`config.mk`:
```
export PLATFORM = sky130hd
export DESIGN_NAME = ex_issue_stage
export DESIGN_NICKNAME = d
export VERILOG_FILES = /design/src/rtl/ex_issue_stage.sv
export SDC_FILE = /design/constraint.sdc
export NUM_CORES = 1
export LEC_CHECK = 0
export BUFFER_PORTS_ARGS = -buffer_cell sky130_fd_sc_hd__buf_2
export CAP_MARGIN = 20
export CORE_MARGIN = 1.5
export CORE_UTILIZATION = 48
export DETAILED_ROUTE_END_ITERATION = 6
export PLACE_DENSITY = 0.86
export SYNTH_ARGS = -nofsm -noshare
export SYNTH_HDL_FRONTEND = slang
export SYNTH_SLANG_ARGS = --single-unit
```
`constraint.sdc`:
```
create_clock -name clk -period 3.95 [get_ports clk]
set_clock_uncertainty 0.15 [all_clocks]
set_input_delay 0.1975 -clock clk [delete_from_list [all_inputs] [get_ports clk]]
set_output_delay 0.1975 -clock clk [all_outputs]
set_load 0.02 [all_outputs]
```
`src/rtl/ex_issue_stage.sv`:
```
// Two-stage execute front end: S1 decodes MIPS opcode/funct and drives the one-hot ALU
// from registers, S2 captures Result/Overflow for writeback. Optional: OVF_TRAP_EN.
module ex_issue_stage #(
  parameter int unsigned DATA_WIDTH     = 32,
  parameter int unsigned OP_WIDTH       = 12,
  parameter int unsigned REG_ADDR_WIDTH = 5
) (
  input  logic                      clk,
  input  logic                      rst,
  input  logic                      in_valid,
  output logic                      in_ready,
  input  logic [5:0]                in_opcode,
  input  logic [5:0]                in_funct,
  input  logic [4:0]                in_shamt,
  input  logic [15:0]               in_imm,
  input  logic [DATA_WIDTH-1:0]     in_rs_val,
  input  logic [DATA_WIDTH-1:0]     in_rt_val,
  input  logic [REG_ADDR_WIDTH-1:0] in_rt,
  input  logic [REG_ADDR_WIDTH-1:0] in_rd,
  output logic [DATA_WIDTH-1:0]     alu_A,
  output logic [DATA_WIDTH-1:0]     alu_B,
  output logic [OP_WIDTH-1:0]       alu_op,
  input  logic [DATA_WIDTH-1:0]     alu_result,
  input  logic                      alu_overflow,
  output logic                      out_valid,
  input  logic                      out_ready,
  output logic [DATA_WIDTH-1:0]     out_result,
  output logic [REG_ADDR_WIDTH-1:0] out_dest,
  output logic                      out_wen,
  output logic                      out_exc
);

  typedef enum logic [3:0] {
    OP_ADD  = 4'd0,
    OP_SUB  = 4'd1,
    OP_AND  = 4'd2,
    OP_OR   = 4'd3,
    OP_NOR  = 4'd4,
    OP_XOR  = 4'd5,
    OP_SLT  = 4'd6,
    OP_SLTU = 4'd7,
    OP_SLL  = 4'd8,
    OP_SRL  = 4'd9,
    OP_SRA  = 4'd10,
    OP_LUI  = 4'd11
  } alu_op_e;

  typedef enum logic [5:0] {
    F_SLL  = 6'h00,
    F_SRL  = 6'h02,
    F_SRA  = 6'h03,
    F_SLLV = 6'h04,
    F_SRLV = 6'h06,
    F_SRAV = 6'h07,
    F_ADD  = 6'h20,
    F_ADDU = 6'h21,
    F_SUB  = 6'h22,
    F_SUBU = 6'h23,
    F_AND  = 6'h24,
    F_OR   = 6'h25,
    F_XOR  = 6'h26,
    F_NOR  = 6'h27,
    F_SLT  = 6'h2A,
    F_SLTU = 6'h2B
  } funct_e;

  typedef enum logic [5:0] {
    OPC_RTYPE = 6'h00,
    OPC_ADDI  = 6'h08,
    OPC_ADDIU = 6'h09,
    OPC_SLTI  = 6'h0A,
    OPC_SLTIU = 6'h0B,
    OPC_ANDI  = 6'h0C,
    OPC_ORI   = 6'h0D,
    OPC_XORI  = 6'h0E,
    OPC_LUI   = 6'h0F
  } opcode_e;

  // S1 state
  logic                      s1_valid_q, s1_valid_d;
  logic [DATA_WIDTH-1:0]     alu_a_q, alu_a_d;
  logic [DATA_WIDTH-1:0]     alu_b_q, alu_b_d;
  logic [OP_WIDTH-1:0]       alu_op_q, alu_op_d;
  logic [REG_ADDR_WIDTH-1:0] s1_dest_q, s1_dest_d;
  logic                      s1_illegal_q, s1_illegal_d;
  logic                      s1_trapcap_q, s1_trapcap_d;

  // S2 state
  logic                      out_valid_q, out_valid_d;
  logic [DATA_WIDTH-1:0]     out_result_q, out_result_d;
  logic [REG_ADDR_WIDTH-1:0] out_dest_q, out_dest_d;
  logic                      out_wen_q, out_wen_d;
  logic                      out_exc_q, out_exc_d;

  // Decode results
  logic [OP_WIDTH-1:0]       dec_op;
  logic [DATA_WIDTH-1:0]     dec_a;
  logic [DATA_WIDTH-1:0]     dec_b;
  logic [REG_ADDR_WIDTH-1:0] dec_dest;
  logic                      dec_illegal;
  logic                      dec_trapcap;
  logic [DATA_WIDTH-1:0]     imm_sext;
  logic [DATA_WIDTH-1:0]     imm_zext;
  logic [DATA_WIDTH-1:0]     shamt_ext;

  logic s2_ready, s1_ready, s1_fire, s2_load;
  logic trap, cap_wen, cap_exc;

  assign s2_ready = !out_valid_q || out_ready;
  assign s1_ready = !s1_valid_q || s2_ready;
  assign s1_fire  = in_valid && s1_ready;
  assign s2_load  = s1_valid_q && s2_ready;
  assign in_ready = s1_ready;

  assign imm_sext  = {{(DATA_WIDTH-16){in_imm[15]}}, in_imm};
  assign imm_zext  = {{(DATA_WIDTH-16){1'b0}}, in_imm};
  assign shamt_ext = {{(DATA_WIDTH-5){1'b0}}, in_shamt};

  always_comb begin
    dec_op      = '0;
    dec_a       = in_rs_val;
    dec_b       = in_rt_val;
    dec_dest    = in_rt;
    dec_illegal = 1'b0;
    dec_trapcap = 1'b0;
    if (in_opcode == OPC_RTYPE) begin
      dec_dest = in_rd;
      case (in_funct)
        F_ADD:  begin dec_op[OP_ADD] = 1'b1; dec_trapcap = 1'b1; end
        F_ADDU: dec_op[OP_ADD] = 1'b1;
        F_SUB:  begin dec_op[OP_SUB] = 1'b1; dec_trapcap = 1'b1; end
        F_SUBU: dec_op[OP_SUB] = 1'b1;
        F_AND:  dec_op[OP_AND] = 1'b1;
        F_OR:   dec_op[OP_OR] = 1'b1;
        F_XOR:  dec_op[OP_XOR] = 1'b1;
        F_NOR:  dec_op[OP_NOR] = 1'b1;
        F_SLT:  dec_op[OP_SLT] = 1'b1;
        F_SLTU: dec_op[OP_SLTU] = 1'b1;
        F_SLL:  begin dec_op[OP_SLL] = 1'b1; dec_a = shamt_ext; end
        F_SRL:  begin dec_op[OP_SRL] = 1'b1; dec_a = shamt_ext; end
        F_SRA:  begin dec_op[OP_SRA] = 1'b1; dec_a = shamt_ext; end
        F_SLLV: dec_op[OP_SLL] = 1'b1;
        F_SRLV: dec_op[OP_SRL] = 1'b1;
        F_SRAV: dec_op[OP_SRA] = 1'b1;
        default: dec_illegal = 1'b1;
      endcase
    end else begin
      case (in_opcode)
        OPC_ADDI:  begin dec_op[OP_ADD] = 1'b1; dec_b = imm_sext; dec_trapcap = 1'b1; end
        OPC_ADDIU: begin dec_op[OP_ADD] = 1'b1; dec_b = imm_sext; end
        OPC_SLTI:  begin dec_op[OP_SLT] = 1'b1; dec_b = imm_sext; end
        OPC_SLTIU: begin dec_op[OP_SLTU] = 1'b1; dec_b = imm_sext; end
        OPC_ANDI:  begin dec_op[OP_AND] = 1'b1; dec_b = imm_zext; end
        OPC_ORI:   begin dec_op[OP_OR] = 1'b1; dec_b = imm_zext; end
        OPC_XORI:  begin dec_op[OP_XOR] = 1'b1; dec_b = imm_zext; end
        OPC_LUI:   begin dec_op[OP_LUI] = 1'b1; dec_b = imm_zext; dec_a = '0; end
        default:   dec_illegal = 1'b1;
      endcase
    end
  end

  // S1: load on accept; on drain without refill the op is cleared so the ALU idles.
  always_comb begin
    s1_valid_d   = s1_valid_q;
    alu_a_d      = alu_a_q;
    alu_b_d      = alu_b_q;
    alu_op_d     = alu_op_q;
    s1_dest_d    = s1_dest_q;
    s1_illegal_d = s1_illegal_q;
    s1_trapcap_d = s1_trapcap_q;
    if (s1_fire) begin
      s1_valid_d   = 1'b1;
      alu_a_d      = dec_a;
      alu_b_d      = dec_b;
      alu_op_d     = dec_op;
      s1_dest_d    = dec_dest;
      s1_illegal_d = dec_illegal;
      s1_trapcap_d = dec_trapcap;
    end else if (s2_load) begin
      s1_valid_d = 1'b0;
      alu_op_d   = '0;
    end
  end

`ifdef OVF_TRAP_EN
  assign trap = alu_overflow && s1_trapcap_q;
`else
  logic unused_ovf;
  assign trap       = 1'b0;
  assign unused_ovf = alu_overflow ^ s1_trapcap_q;
`endif

  assign cap_exc = s1_illegal_q || trap;
  assign cap_wen = !cap_exc && (s1_dest_q != '0);

  always_comb begin
    out_valid_d  = out_valid_q;
    out_result_d = out_result_q;
    out_dest_d   = out_dest_q;
    out_wen_d    = out_wen_q;
    out_exc_d    = out_exc_q;
    if (s2_load) begin
      out_valid_d  = 1'b1;
      out_result_d = alu_result;
      out_dest_d   = s1_dest_q;
      out_wen_d    = cap_wen;
      out_exc_d    = cap_exc;
    end else if (out_ready) begin
      out_valid_d = 1'b0;
    end
  end

  always_ff @(posedge clk) begin
    if (rst) begin
      s1_valid_q   <= 1'b0;
      alu_a_q      <= '0;
      alu_b_q      <= '0;
      alu_op_q     <= '0;
      s1_dest_q    <= '0;
      s1_illegal_q <= 1'b0;
      s1_trapcap_q <= 1'b0;
      out_valid_q  <= 1'b0;
      out_result_q <= '0;
      out_dest_q   <= '0;
      out_wen_q    <= 1'b0;
      out_exc_q    <= 1'b0;
    end else begin
      s1_valid_q   <= s1_valid_d;
      alu_a_q      <= alu_a_d;
      alu_b_q      <= alu_b_d;
      alu_op_q     <= alu_op_d;
      s1_dest_q    <= s1_dest_d;
      s1_illegal_q <= s1_illegal_d;
      s1_trapcap_q <= s1_trapcap_d;
      out_valid_q  <= out_valid_d;
      out_result_q <= out_result_d;
      out_dest_q   <= out_dest_d;
      out_wen_q    <= out_wen_d;
      out_exc_q    <= out_exc_d;
    end
  end

  assign alu_A      = alu_a_q;
  assign alu_B      = alu_b_q;
  assign alu_op     = alu_op_q;
  assign out_valid  = out_valid_q;
  assign out_result = out_result_q;
  assign out_dest   = out_dest_q;
  assign out_wen    = out_wen_q;
  assign out_exc    = out_exc_q;

endmodule

```
Yosys cells after proc, flatten, opt, wreduce, memory -nomap -nowiden
Index checks and enable logic that the tools add are counted.
Operators by class
  equality and inequality tests: 23
  multiplexer cells: 40
  reduce and logical (&&, ||, !) cells: 24
Operators by type and width (number)
  32-bit 2-to-1 mux: 4
  32-bit case mux with 2 select lines: 1
  6-bit == test, second input constant: 10
  6-bit by 4-bit == test with 1-bit output, second input constant: 8
  1-bit 2-to-1 mux: 29
  12-bit 2-to-1 mux: 2
  6-bit by 3-bit == test with 1-bit output, second input constant: 3
  16-bit OR reduction: 1
  6-bit by 2-bit == test with 1-bit output, second input constant: 2
  6-bit logical NOT: 2
  2-bit OR reduction: 6
  4-bit OR reduction: 2
  8-bit OR reduction: 1
  3-bit 2-to-1 mux: 2
  5-bit 2-to-1 mux: 1
  5-bit nonzero test: 1
  2-bit nonzero test: 2
  1-bit logical AND: 3
  1-bit logical NOT: 3
  3-bit OR reduction: 1
  1-bit logical OR: 2
  2-bit 2-to-1 mux: 1
Word-level totals
  flip-flop bits (word level): 123
  bits of input ports: 144
  word-level logic and storage cells: 98

Logic depth before layout (Yosys ltp)
Gate-level depths: netlist (run 1).
  depth in word-level cells: 5
  mapped depth: 7
  depth with buffers taken out: 5

Worst setup path before layout (run 1)
OpenSTA, ideal clock, no wires.
  kind: input-to-reg
  start point: input in_funct[4]
  end point: register alu_a_q[11], in the netlist alu_A[11]
  library setup time: 0.117 ns
  arrival time: 1.872 ns
  required time: 3.683 ns
  setup slack: 1.811 ns
  stages on the path: 7
  buffers on the path: 3
  cell sequence: or4_1 or4_1 buf_4 and3_4 buf_6 buf_6 a22o_1
Between the ends
  cells in the longest elaborated chain, start to end: 4
  elaborated cells between the ends (all ways): 6
  classes of those cells: eq/ne (2); mux (2); reduce/logical (2)
Ends and longest elaborated chain
  from (decl): line 13  | input logic [5:0] in_funct,
  6-bit by 2-bit == test with 1-bit output or 6-bit logical NOT (tied branches): line 128  | case (in_funct)
  3-bit OR reduction (no source line) (*)
  32-bit 2-to-1 mux (*): line 128
  32-bit 2-to-1 mux (*): line 126  | if (in_opcode == OPC_RTYPE) begin
  to (signal assigned): line 229  | alu_a_q <= alu_a_d;
  to (decl): line 81  | logic [DATA_WIDTH-1:0] alu_a_q, alu_a_d;
Mark *: on every way between the ends. The rest lies on a longest branch, timed or not.
A chain may end at the register's enable or synchronous reset.

Worst setup path in the final report (run 1)
  start point: input in_opcode[5]
  end point: register alu_op_q[7], in the netlist alu_op[7]
Between the ends
  cells in the longest elaborated chain, start to end: 4
  elaborated cells between the ends (all ways): 5
  classes of those cells: eq/ne (1); mux (3); reduce/logical (1)
Ends and longest elaborated chain
  from (decl): line 12  | input logic [5:0] in_opcode,
  6-bit by 4-bit == test with 1-bit output: line 148  | case (in_opcode)
  1-bit 2-to-1 mux: line 148
  3-bit 2-to-1 mux (*): line 126
  12-bit 2-to-1 mux (*): line 171  | if (s1_fire) begin
  to (signal assigned): line 231  | alu_op_q <= alu_op_d;
  to (decl): line 83  | logic [OP_WIDTH-1:0] alu_op_q, alu_op_d;
Marks and branches as above.

==> results.cfg, run 1 <==
[power]
p_clk_frac = 0.452
internal_power_mw = 2.55
p_sw_uw = 966
leakage_nw = 3.84
p_comb_frac = 0.162
seqPwrFrac = 0.386
netSwitchingFraction = 0.275
power_density_mw_per_mm2 = 434
peakVddDrop_mv = 0.289

[timing]
min_period_ns = 3.09
worstMarginPinSlew_ns = 0.990
fin_crit_sh = 0.783
rsz0062_at_grt = no
setup_slack_ns = 0.856
slew_headroom = 0.340
drv_slew = 0
finalSetupTns_ns = 0
setup_viol = 0
hold_viol = 0
max_freq_mhz = 323

[clock_tree]
cts_root_buf = clkbuf_8
h-tree-depth = 4
post_cts_resize_count = 0
cts_tree = built
clkTransAtPathRegs_ns = 0.06
cts-buffers-inserted = 17
ctsHoldBuffers = 143
clk-insertion-delay-late_ns = 0.50
clock_sinks = 123
clockBufferDepth = 2
postCtsSetupBuffers = 0

[logic_synthesis]
synthAdderAreaFrac = 0
synth_edf_count = 0
synth_nets = 687
synth_common_cells = nand2_1, dfxtp_1, a21oi_1
synth-compound-area-share = 0.199
syn_area_mm2 = 0.00467
synth_ff_type = dfxtp_1
synth_top_family_by_area = simple AND/OR/NAND/NOR gates
netlist.area_leader.share = 0.527
yosys-mux-area-fraction = 0.0107
synth_area_leaders = dfxtp_1, nand2_1, a21oi_1
synth_warnings = 0
ys_async_sr_fraction = 0
yosys.area_share.xor_xnor = 0
ys_ff_latch = 123
yosysSeqAreaShare = 0.527
synth_top_area_cell = dfxtp_1
syn_inst = 543
syn_area_per_cell_um2 = 8.60
synth_cell_types = 38
synth-simple-area-share = 0.222
synth_most_common_cell = nand2_1

[worst_setup_path]
cp_common_cell = dlygate4sd3_1
critPathMaxStageDelay_ns = 0.61
crit_fanout = 6
required_ns = 4.24
critPathSlowestCell = dlygate4sd3_1
crit_chain = dlygate4sd3_1, buf_2, or3_1, nor4_1, clkbuf_2, nand4_1, dlygate4sd3_1, a21oi_1, dlygate4sd3_1
worstSetupEndpointType = register
crit_type = input port to register
crit_buf_inv = 5
crit_family = buffers and inverters
cp-start-kind = input port
crit_arrival_ns = 3.38

[grt]
grt_pass1_vias = 6176
grt_max_degree = 55
grt_use_total = 0.393
grt_pass1_wl_um = 31100
grt_antenna_before_repair = 1
grt_overflow = 0

[die]
initial_utilization = 0.501
die_h_um = 102
coreArea_mm2 = 0.00933
die_x_um = 102
rows = 35
design.die.area_mm2 = 0.0103
num_io_pins = 261

[placed_design]
place_area_mm2 = 0.00605
dp_hpwl_um = 10500
dp_slack_ns = 1.46
gp_congestion = 0.824
io_buffers = 259

[final_layout]
fill_cells = 458
syn2layout_area_growth_pct = 73.6
drive_above_1_share = 0.323
nNetsFinal = 1079
final_util = 0.869
post-route-cell-area_mm2 = 0.00810

[routing]
drt_iter0_drc = 447
vias_per_cell = 5.70
drc = 0
drt-total-wl_um = 20700
wl_per_cell_um = 19.2
dr.pass1.iters = 5
ant_nets = 0
num_vias = 6153

[job]
maxCapViolCount = 0

[hold_path]
hp-class = input port to register

[outcome]
outcome = finished, final reports clean
## metal layers
layer  global-route usage  routed length (um)  up-vias
met5                    0                   0        -
met1                0.398                7060     2832
li1                     -                   -     2702
met4                0.260                1240        0
met3                0.121                1960      139
met2                0.696               10500      480
## power by group through the flow
stage	registers [mW]	logic (mW)	clock network, mW
CTS	1.35	0.533	1.59
finish	1.36	0.571	1.59
detailed placement	1.38	0.420	0
global placement	1.37	0.399	0
floorplan	1.45	0.157	0
global route	1.36	0.603	1.66
## worst paths after layout
kind | end | slack (ns) | depth (start not counted) | start
hold reg to reg | alu_op[1] | 0.30 | 2 | alu_op[1]
hold / removal | alu_op[5] | 0.1 | 5 | in_opcode[2]
setup reg to reg | alu_B[11] | 0.89 | 7 | s1_valid_q
setup / recovery | alu_op[7] | 0.86 | 9 | in_opcode[5]
## flip-flops by register name, indices dropped and copies added (netlist names)
name        flops
alu_A          32
alu_B          32
alu_op         12
cap_exc         1
out_dest        5
out_exc         1
out_result     32
out_valid       1
out_wen         1
s1_dest_q       5
s1_valid_q      1
## per-stage QoR
step	hold WS [ns]	total power [mW]	std cells
global placement	0.263	1.77	898
floorplan	0.168	1.61	543
finish	0.0989	3.52	1079
CTS	0.0555	3.47	1075
detailed placement	0.268	1.79	900
global route	0.116	3.63	1078
## area by class of cell
type	instances	area, um2	area share
diodes	2	5.00	0.000618
inverters	4	15.0	0.00185
flip-flops and latches	123	2460	0.304
repair buffers	413	2840	0.351
clock buffers	18	418	0.0516
multi-input cells	376	2020	0.249
clock inverters	14	183	0.0225
well taps	129	161	0.0199
## tightest hold or removal path, delay by kind of cell
family | cells | cell delay [ns]
simple gates | 2 | 0.11
compound gates | 2 | 0.26
buf+inv | 1 | 0.12
## logic make-up (layout without fill, tap and decap cells)
family | Yosys count | after routing
compound gates | 133 | 133
buf+inv | 44 | 449
flops | 123 | 123
mux | 5 | 5
other cells | 0 | 2
simple gates | 238 | 238
## cell usage in the layout (no fill, tap or decap), drive strengths merged, types with 5 or more instances in the layout
cell type    instances
a211oi              21
a21oi               52
a22o                27
a311oi              21
a32oi                5
buf                269
clkbuf              19
dfxtp              123
dlygate4sd3        143
inv                 11
mux2i                5
nand2              129
nand3               24
nor2                51
No activity file was read; power rests on OpenSTA's default activity.
==> inputs of run 2 (changes only) <==
CORE_UTILIZATION = 40   (was 48)
PLACE_DENSITY = 0.76   (was 0.86)
clock period = 2.48 ns   (was 3.95 ns; I/O delays follow)
==> results.cfg, run 2 (synthesis gave the netlist of run 1 again) <==
[timing]
min_period_ns = 2.44
hold_viol = 0
setup_slack_ns = 0.0436
fin_crit_sh = 0.982
max_freq_mhz = 410
rsz0062_at_grt = no
drv_slew = 0
worstMarginPinSlew_ns = 0.829
finalSetupTns_ns = 0
slew_headroom = 0.442
setup_viol = 0

[worst_setup_path]
r2r-start = s1_valid_q
worstSetupEndpointType = register
crit_type = input port to register
crit_fanout = 8
r2r_cells = 6
required_ns = 2.65
crit_arrival_ns = 2.60
crit_start = in_funct[0]
regToRegSetupSlack_ns = 0.21
r2r_end = s1_dest_q[2]
cp-start-kind = input port

[clock_tree]
clock_sinks = 123
clk-insertion-delay-late_ns = 0.41
clkTransAtPathRegs_ns = 0.05
h-tree-depth = 4
cts_root_buf = clkbuf_16
clockBufferDepth = 2
cts_tree = built
cts-buffers-inserted = 17

[final_layout]
final_cell_mix = buf_2, dlygate4sd3_1, nand2_1, dfxtp_1, a21oi_1
antenna_cells = 0
ff_latch_area_mm2 = 0.00246
nNetsFinal = 1084
syn2layout_area_growth_pct = 72.6
final_util = 0.706
multi_input_area_mm2 = 0.00202
drive_above_1_share = 0.320
fill_cells = 814
final_common_cell = buf_2
instances_no_fill = 1092

[grt]
grt_max_degree = 40
grt_overflow = 0
grt_pass1_wl_um = 28100
grt_use_total = 0.288
grt_pass1_vias = 5714
grt_antenna_before_repair = 1

[power]
internal_power_mw = 3.93
peakVddDrop_mv = 0.511
p_comb_frac = 0.166
p_sw_mw = 1.33
p_total_mw = 5.26
power_density_mw_per_mm2 = 652
netSwitchingFraction = 0.253
seqPwrFrac = 0.410
leakage_nw = 3.80
p_clk_frac = 0.424

[placed_design]
io_buffers = 259
dp_hpwl_um = 9970
dp_slack_ns = 0.423
gp_congestion = 0.822
dpl.cell_count = 922

[routing]
wl_per_cell_um = 16.4
vias_per_cell = 5.17
drt_iter0_drc = 389
dr.pass1.iters = 4
num_vias = 5646
drt-total-wl_um = 17900
drc = 0
ant_nets = 0

[outcome]
outcome = finished, final reports clean

[die]
rows = 39
design.die.area_mm2 = 0.0123
num_io_pins = 261
initial_utilization = 0.409
coreArea_mm2 = 0.0114
die_x_um = 111
die_h_um = 111

[hold_path]
hold_depth = 2
hp-class = input port to register
whs_endpoint = alu_op[4]
min_from = rst

[job]
maxCapViolCount = 0
## run 2: cell types whose count changed in the layout (fill, tap and decap cells not counted), moves of 2 or more
cell        previous run  this run
buf_4                  7        15
buf_8                  2         0
bufinv_16              3         1
clkbuf_1               1         5
clkbuf_8               1         3
clkinv_2               0         2
clkinvlp_4             3         0
diode_2                2         0
inv_6                  7         0
## run 2: repair_timing
item                                   4_1_cts  5_1_grt
setup endpoints to repair                    0        2
gates resized for setup                      0        1
hold buffers                               142        0
buffers inserted                             0        0
endpoints found under the hold margin      115        0
## run 2: per-layer routing
metal | vias up | global-route usage | part of all wire
li1 | 2709 | - | -
met1 | 2580 | 0.308 | 0.38
met2 | 297 | 0.511 | 0.50
met3 | 58 | 0.0891 | 0.075
met4 | 2 | 0.146 | 0.037
met5 | - | 0 | 0.00067
## run 2: how the worst max path moves through the flow
stage | end | depth (start not counted)
2_1_floorplan | alu_A[11] | 7
3_3_place_gp | alu_A[21] | 5
3_5_place_dp | alu_A[0] | 6
4_1_cts | alu_A[0] | 8
5_1_grt | alu_A[0] | 8
6_report | alu_A[0] | 8
## run 2: critical path, stage by stage
cell and delay [ns]:
dlygate4sd3_1 0.54, buf_2 0.17, nor2b_1 0.15, or4_1 0.51, buf_6 0.17, mux2i_1 0.11, dlygate4sd3_1 0.57, a211oi_1 0.24
## run 2: stage by stage
stage,hold slack [ns],instance area (um2)
after floorplan,0.0947,4670
after global placement,0.190,6110
after detailed placement,0.194,6110
after CTS,0.00675,8060
after global routing,0.0600,8060
final,0.0432,8060
## run 2: power groups by stage
stage,Clock (mW),Combinational [mW],Sequential (mW)
final,2.23,0.872,2.16
after global routing,2.36,0.931,2.17
after CTS,2.26,0.840,2.15
after detailed placement,0,0.667,2.19
after global placement,0,0.662,2.19
after floorplan,0,0.250,2.31
## run 2: cell type report
cell class                 instances  share of cell area
timing repair buffer             418               0.355
sequential                       123               0.305
multi-input combinational        376               0.250
clock buffer                      25              0.0602
tap                              143              0.0222
clock inverter                     3             0.00497
inverter                           4             0.00186
==> inputs of run 3 (changes only) <==
CORE_ASPECT_RATIO = 1.5   (was unset)
==> results.cfg, run 3 (synthesis gave the netlist of run 1 again) <==
[final_layout]
syn2layout_area_growth_pct = 77.2
final_common_cell = buf_2
final_cell_mix = buf_2, dlygate4sd3_1, nand2_1, dfxtp_1, a21oi_1
fill_cells = 806
multi_input_area_mm2 = 0.00204
ff_latch_area_mm2 = 0.00246
nNetsFinal = 1091
drive_above_1_share = 0.330
instances_no_fill = 1109
antenna_cells = 0

[timing]
worstMarginPinSlew_ns = 0.601
slew_headroom = 0.598
hold_slack_ns = 0.0333
drv_slew = 0
finalSetupTns_ns = 0
min_period_ns = 2.46
setup_viol = 0
hold_viol = 0
max_freq_mhz = 407
fin_crit_sh = 0.992
rsz0062_at_grt = no

[routing]
wl_per_cell_um = 16.5
dr.pass1.iters = 7
drc = 0
num_vias = 5745
vias_per_cell = 5.18
drt_iter0_drc = 307
drt-total-wl_um = 18300
ant_nets = 0

[worst_setup_path]
crit_arrival_ns = 2.62
crit_fanout = 8
r2r_end = alu_B[0]
r2r_cells = 7
r2r-start = s1_valid_q
crit_type = input port to register
crit_chain = dlygate4sd3_1, buf_2, nor2b_1, or4_4, buf_6, mux2i_1, dlygate4sd3_1, a211oi_1
critPathSlowestCell = dlygate4sd3_1
required_ns = 2.64
cp_common_cell = dlygate4sd3_1
worstSetupEndpointType = register
crit_start = in_funct[0]
endpoint = alu_A[0]
regToRegSetupSlack_ns = 0.11
critPathMaxStageDelay_ns = 0.58
cp-start-kind = input port

[power]
p_comb_frac = 0.160
internal_power_mw = 4.20
p_clk_frac = 0.456
power_density_mw_per_mm2 = 678
p_total_mw = 5.61
p_sw_mw = 1.42
seqPwrFrac = 0.384
netSwitchingFraction = 0.252
leakage_nw = 3.92
peakVddDrop_mv = 0.460

[die]
die_h_um = 135
initial_utilization = 0.407
design.die.area_mm2 = 0.0123
coreArea_mm2 = 0.0115
rows = 48
die_x_um = 91.2
num_io_pins = 261

[clock_tree]
cts_root_buf = clkbuf_16
clkTransAtPathRegs_ns = 0.06
clk-insertion-delay-late_ns = 0.40
cts-buffers-inserted = 17
cts_tree = built
clockBufferDepth = 2
clock_sinks = 123
h-tree-depth = 4

[job]
maxCapViolCount = 0

[placed_design]
dpl.cell_count = 928
dp_hpwl_um = 10300
gp_congestion = 0.842
io_buffers = 259

[grt]
grt_pass1_vias = 5623
grt_pass1_wl_um = 27900
grt_use_total = 0.287
grt_overflow = 0
grt_antenna_before_repair = 0
grt_max_degree = 65

[hold_path]
hp-class = input port to register

[outcome]
outcome = finished, final reports clean
-- run 3: changes by cell type in the layout (fill, tap and decap cells not counted), sizes merged --
cell | previous run | this run
dlygate4sd3 | 142 | 149
clkinv | 2 | 4
clkbuf | 25 | 22
bufinv | 1 | 3
clkinvlp | 0 | 3
buf | 276 | 275
-- run 3: stage by stage --
| step | utilization | cell area [um2] | setup slack (ns) |
|---|---|---|---|
| 3_3_place_gp | 0.533 | 6110 | 0.412 |
| 4_1_cts | 0.717 | 8220 | 0.0822 |
| 3_5_place_dp | 0.533 | 6110 | 0.394 |
| 5_1_grt | 0.721 | 8270 | 0.00811 |
| 6_report | 0.721 | 8270 | 0.0201 |
| 2_1_floorplan | - | 4670 | 0.414 |
-- run 3: timing repair --
item / in CTS / in global routing
endpoints found under the hold margin: 118 / 0
buffers inserted: 0 / 0
endpoints found under the setup margin: 0 / 25
resized for setup: 0 / 6
hold buffers: 149 / 0
-- run 3: area by class of cell --
cell class                 count  share of cell area
sequential                   123               0.298
clock inverter                10              0.0169
clock buffer                  21              0.0581
inverter                       4             0.00181
multi-input combinational    376               0.246
tap                          150              0.0227
timing repair buffer         425               0.356
-- run 3: per-layer routing --
metal | track usage | share of wire | up-vias
met5 | 0 | 0 | -
met4 | 0.131 | 0.028 | 0
met3 | 0.0617 | 0.062 | 40
met2 | 0.532 | 0.54 | 294
met1 | 0.308 | 0.37 | 2680
li1 | - | - | 2731
-- run 3: worst max-delay path, delay by kind of cell --
| family | cells | cell delay [ns] |
|---|---|---|
| mux | 1 | 0.13 |
| buf+inv | 4 | 1.44 |
| simple gates | 2 | 0.66 |
| compound gates | 1 | 0.25 |
-- run 3: worst min-delay path by stage --
| stage | from | end | slack (ns) | cells past startpoint |
|---|---|---|---|---|
| final | in_funct[4] | alu_op[9] | 0.03 | 4 |
| after global routing | in_opcode[0] | alu_op[7] | 0.04 | 4 |
| after CTS | in_opcode[1] | alu_op[5] | 0.001 | 5 |
| after detailed placement | in_rs_val[30] | alu_A[30] | 0.19 | 2 |
| after global placement | in_rs_val[14] | alu_A[14] | 0.19 | 2 |
| after floorplan | in_valid | s1_valid_q | 0.09 | 2 |
-- run 3: power groups by stage --
stage | Combinational [mW] | Sequential [mW] | Clock, mW
after floorplan | 0.250 | 2.31 | 0
after global placement | 0.662 | 2.19 | 0
after detailed placement | 0.670 | 2.19 | 0
after CTS | 0.857 | 2.15 | 2.59
after global routing | 0.956 | 2.17 | 2.69
final | 0.900 | 2.16 | 2.56
